--- src/rtl/run_ctrl.sv ---
// run_ctrl: load/run/step sequencer between host pulses and a core.
// Defining RUN_CTRL_AUTOSTEP_EN adds the timed auto-step mode (state 5).
module run_ctrl #(
  parameter int LOAD_TIMEOUT_W = 24,
  parameter int STEP_DIV_W     = 22
) (
  input  logic       CLK,
  input  logic       resetn,
  input  logic       run_pulse,
  input  logic       step_pulse,
  input  logic       load_pulse,
  input  logic       autostep_sel,
  input  logic       core_loaded,
  input  logic       core_executing,
  output logic       start_req,
  output logic       step_req,
  output logic       load_req,
  output logic [4:0] state_id,
  output logic       load_err,
  output logic [7:0] step_count
);

  typedef enum logic [2:0] {
    ST_IDLE     = 3'd0,
    ST_LOADING  = 3'd1,
    ST_READY    = 3'd2,
    ST_RUNNING  = 3'd3,
    ST_STEPPING = 3'd4,
    ST_AUTOSTEP = 3'd5,
    ST_DONE     = 3'd6
  } state_t;

  // Limit is 2^W-1 cycles; the counter is compared before its final increment.
  localparam logic [LOAD_TIMEOUT_W-1:0] TMO_LAST = {{(LOAD_TIMEOUT_W-1){1'b1}}, 1'b0};

  state_t                    state_r;
  state_t                    state_nxt_s;
  logic [LOAD_TIMEOUT_W-1:0] tmo_cnt_r;
  logic                      exec_d_r;
  logic                      done_evt_s;
  logic                      start_nxt_s;
  logic                      step_nxt_s;
  logic                      load_nxt_s;
  logic                      tmo_evt_s;
  logic                      ready_entry_s;

`ifdef RUN_CTRL_AUTOSTEP_EN
  logic [STEP_DIV_W-1:0] div_cnt_r;
  logic                  auto_entry_s;
  logic                  div_tick_s;

  assign div_tick_s = &div_cnt_r;
`else
  logic unused_s;

  assign unused_s = autostep_sel & (STEP_DIV_W > 0);
`endif

  assign done_evt_s = exec_d_r & ~core_executing;
  assign state_id   = {2'b00, state_r};

  // Next-state and request decode; load beats run beats step beats completion.
  always_comb begin
    state_nxt_s   = state_r;
    start_nxt_s   = 1'b0;
    step_nxt_s    = 1'b0;
    load_nxt_s    = 1'b0;
    tmo_evt_s     = 1'b0;
    ready_entry_s = 1'b0;
`ifdef RUN_CTRL_AUTOSTEP_EN
    auto_entry_s  = 1'b0;
`endif
    case (state_r)
      ST_IDLE: begin
        if (load_pulse) begin
          state_nxt_s = ST_LOADING;
          load_nxt_s  = 1'b1;
        end else begin
          state_nxt_s = ST_IDLE;
        end
      end
      ST_LOADING: begin
        if (core_loaded) begin
          state_nxt_s   = ST_READY;
          ready_entry_s = 1'b1;
        end else if (tmo_cnt_r == TMO_LAST) begin
          state_nxt_s = ST_IDLE;
          tmo_evt_s   = 1'b1;
        end else begin
          state_nxt_s = ST_LOADING;
        end
      end
      ST_READY: begin
        if (load_pulse) begin
          state_nxt_s = ST_LOADING;
          load_nxt_s  = 1'b1;
        end else if (run_pulse) begin
`ifdef RUN_CTRL_AUTOSTEP_EN
          if (autostep_sel) begin
            state_nxt_s  = ST_AUTOSTEP;
            step_nxt_s   = 1'b1;
            auto_entry_s = 1'b1;
          end else begin
            state_nxt_s = ST_RUNNING;
            start_nxt_s = 1'b1;
          end
`else
          state_nxt_s = ST_RUNNING;
          start_nxt_s = 1'b1;
`endif
        end else if (step_pulse) begin
          state_nxt_s = ST_STEPPING;
          step_nxt_s  = 1'b1;
        end else begin
          state_nxt_s = ST_READY;
        end
      end
      ST_RUNNING: begin
        if (load_pulse) begin
          state_nxt_s = ST_LOADING;
          load_nxt_s  = 1'b1;
        end else if (done_evt_s) begin
          state_nxt_s = ST_DONE;
        end else begin
          state_nxt_s = ST_RUNNING;
        end
      end
      ST_STEPPING: begin
        if (load_pulse) begin
          state_nxt_s = ST_LOADING;
          load_nxt_s  = 1'b1;
        end else if (run_pulse) begin
          state_nxt_s = ST_RUNNING;
          start_nxt_s = 1'b1;
        end else if (step_pulse) begin
          state_nxt_s = ST_STEPPING;
          step_nxt_s  = 1'b1;
        end else if (done_evt_s) begin
          state_nxt_s = ST_DONE;
        end else begin
          state_nxt_s = ST_STEPPING;
        end
      end
`ifdef RUN_CTRL_AUTOSTEP_EN
      ST_AUTOSTEP: begin
        if (load_pulse) begin
          state_nxt_s = ST_LOADING;
          load_nxt_s  = 1'b1;
        end else if (run_pulse) begin
          state_nxt_s = ST_RUNNING;
          start_nxt_s = 1'b1;
        end else if (step_pulse) begin
          state_nxt_s = ST_STEPPING;
        end else if (done_evt_s) begin
          state_nxt_s = ST_DONE;
        end else if (div_tick_s) begin
          state_nxt_s = ST_AUTOSTEP;
          step_nxt_s  = 1'b1;
        end else begin
          state_nxt_s = ST_AUTOSTEP;
        end
      end
`endif
      ST_DONE: begin
        if (load_pulse) begin
          state_nxt_s = ST_LOADING;
          load_nxt_s  = 1'b1;
        end else if (run_pulse) begin
          state_nxt_s = ST_RUNNING;
          start_nxt_s = 1'b1;
        end else begin
          state_nxt_s = ST_DONE;
        end
      end
      default: begin
        state_nxt_s = ST_IDLE;
      end
    endcase
  end

  // State, registered request pulses and completion edge history.
  always_ff @(posedge CLK or negedge resetn) begin
    if (!resetn) begin
      state_r   <= ST_IDLE;
      start_req <= 1'b0;
      step_req  <= 1'b0;
      load_req  <= 1'b0;
      exec_d_r  <= 1'b0;
    end else begin
      state_r   <= state_nxt_s;
      start_req <= start_nxt_s;
      step_req  <= step_nxt_s;
      load_req  <= load_nxt_s;
      exec_d_r  <= core_executing;
    end
  end

  // Load timeout counter and sticky error; every LOADING entry issues load_req.
  always_ff @(posedge CLK or negedge resetn) begin
    if (!resetn) begin
      tmo_cnt_r <= {LOAD_TIMEOUT_W{1'b0}};
      load_err  <= 1'b0;
    end else begin
      if (load_nxt_s) begin
        tmo_cnt_r <= {LOAD_TIMEOUT_W{1'b0}};
      end else if (state_r == ST_LOADING) begin
        tmo_cnt_r <= tmo_cnt_r + 1'b1;
      end
      if (tmo_evt_s) begin
        load_err <= 1'b1;
      end else if (load_nxt_s) begin
        load_err <= 1'b0;
      end
    end
  end

  // Step counter, cleared on READY entry, wrapping at 8 bits.
  always_ff @(posedge CLK or negedge resetn) begin
    if (!resetn) begin
      step_count <= 8'd0;
    end else if (ready_entry_s) begin
      step_count <= 8'd0;
    end else if (step_nxt_s) begin
      step_count <= step_count + 8'd1;
    end
  end

`ifdef RUN_CTRL_AUTOSTEP_EN
  // Auto-step divider, restarted on each AUTOSTEP entry.
  always_ff @(posedge CLK or negedge resetn) begin
    if (!resetn) begin
      div_cnt_r <= {STEP_DIV_W{1'b0}};
    end else if (auto_entry_s) begin
      div_cnt_r <= {STEP_DIV_W{1'b0}};
    end else if (state_r == ST_AUTOSTEP) begin
      div_cnt_r <= div_cnt_r + 1'b1;
    end
  end
`endif

endmodule

--- config.mk ---
export PLATFORM = sky130hd
export DESIGN_NAME = run_ctrl
export DESIGN_NICKNAME = d
export VERILOG_FILES = /design/src/rtl/run_ctrl.sv
export SDC_FILE = /design/constraint.sdc
export NUM_CORES = 1
export LEC_CHECK = 0
export CAP_MARGIN = 20
export CORE_MARGIN = 8
export CORE_UTILIZATION = 50
export CTS_CLUSTER_DIAMETER = 80
export CTS_CLUSTER_SIZE = 24
export DETAILED_ROUTE_END_ITERATION = 7
export PLACE_DENSITY = 0.81
export SETUP_SLACK_MARGIN = 0.15
export SLEW_MARGIN = 20
export SYNTH_ARGS = -nofsm -noshare
export SYNTH_HDL_FRONTEND = slang
export SYNTH_SLANG_ARGS = --single-unit
export TNS_END_PERCENT = 5
--- constraint.sdc ---
create_clock -name CLK -period 2 [get_ports CLK]
set_clock_uncertainty 0.1 [all_clocks]
set_input_delay 0.4 -clock CLK [delete_from_list [all_inputs] [get_ports CLK]]
set_output_delay 0.4 -clock CLK [all_outputs]
set_load 0.05 [all_outputs]
==> flow_metrics.py <==
metrics = {
    "run_status": {
        "outcome": "completed",
    },
    "route": {
        "vias": 1943,
        "remaining_drc_errors": 0,
        "dr.first_iter.drc_count": 137,
        "drt_first_pass_iters": 4,
        "vias_per_cell": 5.82,
        "detail_route.wl_per_cell_microns": 15.9,
        "detail-route-antenna-nets": 0,
        "finalWirelength_microns": 5310,
    },
    "layout": {
        "fin_nets": 294,
        "post_route_cells_drive_above_1_share_pct": 31.0,
        "num_antenna_cells": 0,
        "final_cell_mix": "buf_4 (53), dfrtp_1 (37), nor2_1 (18)",
        "syn_to_final_growth_pct": 36.6,
        "most_frequent_standard_cell_in_the_layout_excluding_fill_and_tap_cells": "buf_4",
        "final_cell_area_sq_mm": 0.00286,
    },
    "worst_setup_path": {
        "timing.setup.critical_path_class": "flip-flop to flip-flop",
        "critPathMaxStageDelay_ns": 0.43,
        "timing.critical_path.cells": "buf_6, nor3b_4, nand4_1, buf_4, or4_1, a21oi_1",
        "critical_path.max_fanout": 9,
        "worst-endpoint-required_ns": 2.11,
        "timing.critical_path.to_type": "flip-flop",
        "crit_path_start_kind": "flip-flop",
        "arrival_ns": 2.02,
        "slowest_stage": "dfrtp_2",
    },
    "logic_synthesis": {
        "synth.yosys.seq_area_share_pct": 47.9,
        "ys_ff_latch": 40,
        "syn-instance-count": 220,
        "synth.distinct_cells": 41,
        "synth_largest_area_cell": "dfrtp_1",
        "post-synth-top-area-fraction_pct": 47.9,
        "ys_top_cells_by_area": "dfrtp_1 (48%), a21oi_1 (4.1%), xnor2_1 (3.8%)",
        "synthesis.area_per_instance_sq_um": 9.50,
        "syn_warnings": 0,
        "synthesis.area_sq_mm": 0.00209,
    },
    "clock_tree": {
        "cts-root-buf": "clkbuf_8",
        "clockBufferDepth": 2,
        "cts_buffers": 5,
        "worst_skew_pair_later_pin_latency_ns": 0.28,
        "cts_tree": "done",
        "clk_transition_reported_paths_ns": 0.07,
        "cts_h_tree_depth": 2,
        "cts.sinks": 40,
    },
    "die": {
        "placement_rows": 23,
        "ioPinCount": 25,
        "core_sq_mm": 0.00400,
        "die_footprint_sq_mm": 0.00650,
        "die_w_microns": 80.6,
        "dieHeight_microns": 80.6,
        "initial_core_util_pct": 52.2,
    },
    "worst_hold_path": {
        "hold_path.class": "primary input to async pin",
    },
    "global_route": {
        "grt_remaining_overflow": 0,
        "wire_length_of_the_first_global_routing_pass_microns": 8440,
        "globalRouteTotalUtil_pct": 16.1,
        "initial_antenna_violation_count": 0,
        "first_global_vias": 1925,
        "grt_start_max_net_pins": 16,
    },
    "placed_design": {
        "dpl.hpwl_microns": 3470,
        "gpl.final_weighted_congestion": 0.869,
        "dpl_cell_area_sq_mm": 0.00256,
        "number_of_buffers_added_on_ports": 21,
    },
    "timing": {
        "fin_crit_ns": 1.91,
        "maxSlewViolCount": 0,
        "min_period_over_period_pct": 95.5,
        "clock.fmax_mhz": 523,
        "final_hold_viol_count": 0,
        "slew-limit-headroom_pct": 49.2,
        "finalSetupViolCount": 0,
        "unrepaired_setup_endpoints_after_global_routing": "yes",
        "tightestPinTransition_ns": 0.759,
    },
    "power": {
        "p_leak_nw": 1.27,
        "vdd_drop_max_mv": 0.840,
        "post-layout-total-power_mw": 2.56,
        "power.density_mw_per_mm2": 896,
    },
    "flow_run": {
        "drv_cap": 0,
    },
}
==> per-layer routing <==
| metal | wire [microns] | vias up | global-route usage [%] |
|---|---|---|---|
| met3 | 288 | 2 | 4.13 |
| met2 | 2730 | 47 | 26.0 |
| met4 | 16 | 0 | 5.64 |
| met5 | 0 | - | 0 |
| li1 | - | 934 | - |
| met1 | 2270 | 960 | 20.2 |
==> final timing paths <==
kind | slack, ns | endpoint | cells past startpoint | start
setup reg to reg | 0.09 | tmo_cnt_r[19] | 6 | state_r[1]
setup / recovery | 0.09 | tmo_cnt_r[19] | 6 | state_r[1]
min in group CLK | 0.44 | load_err | 1 | load_err
hold / removal | 0.44 | step_count[6] | 2 | resetn
max in group asynchronous | 0.85 | tmo_cnt_r[19] | 3 | resetn
hold reg to reg | 0.44 | load_err | 1 | load_err
==> critical path: cells and delay by family, from the launching register on <==
| family | cells | cell delay (ns) |
|---|---|---|
| buffers and inverters | 2 | 0.36 |
| and+or+nand+nor | 3 | 0.79 |
| AOI/OAI and AO/OA | 1 | 0.15 |
| DFF | 1 | 0.43 |
==> registers in the layout, summed over array words and instances (netlist names) <==
signal	count
step_count	8
start_req	1
exec_d_r	1
state_r	3
load_err	1
step_req	1
tmo_cnt_r	24
load_req	1
==> synthesized netlist by cell type, drive strengths merged <==
master	instances
o32ai	1
nor3b	3
o31ai	10
nand3	13
and2	2
a311oi	1
or4b	1
nor3	4
nor2	19
xor2	6
a32o	1
o22ai	2
nor4	3
o221ai	1
nor2b	2
clkbuf	6
nor4bb	1
conb	1
or3	6
ha	3
a211oi	2
o41ai	1
buf	7
o21ai	10
dfrtp	40
and3	2
o211ai	2
xnor2	9
nand4	10
inv	9
a21oi	17
nand2	10
or4	8
nand2b	2
a31oi	1
or3b	1
and4	3
==> stage by stage <==
stage | setup slack, ns | util, % | std cells | hold WS [ns] | setup TNS [ns]
finish | 0.0890 | 71.4 | 334 | 0.438 | 0
detailed placement | -0.155 | 64.0 | 310 | 0.214 | -0.931
CTS | 0.0799 | 67.8 | 324 | 0.439 | 0
floorplan | 0.0611 | - | 221 | 0.00441 | 0
global route | 0.00754 | 71.4 | 334 | 0.447 | 0
global placement | -0.0862 | 64.0 | 310 | 0.211 | -0.505
==> power by group <==
part,internal [mW],switching [mW]
combinational,0.429,0.636
sequential,0.885,0.0705
clock,0.281,0.258
==> kinds of logic (layout without fill, tap and decap cells) <==
group	after synthesis	after routing	share of synthesized area, %
and+or+nand+nor	90	90	24.7
DFF	40	40	47.9
AOI/OAI and AO/OA	49	49	14.6
buffers and inverters	22	85	4.61
other	1	2	0.179
xor gates and xnor gates	15	15	6.29
adders and majority gates	3	3	1.80
==> area by class of cell <==
cell class                      count  area, sq um
Fill cell                         283         1140
Multi-Input combinational cell    159         1130
Sequential cell                    40         1000
Timing Repair Buffer               68          538
Clock buffer                        8         90.1
Tap cell                           50         62.6
Inverter                            9         33.8
==> repair_timing <==
item | 4_1_cts | 5_1_grt
endpoints found under the setup margin | 19 | 24
gates resized for setup | 3 | 15
cloned | 0 | 1
setup buffers | 5 | 9
hold endpoints to repair | 12 | 0
hold buffers | 1 | 0
pin swaps | 1 | 7
Note: power is estimated with default switching activity, not from simulation.
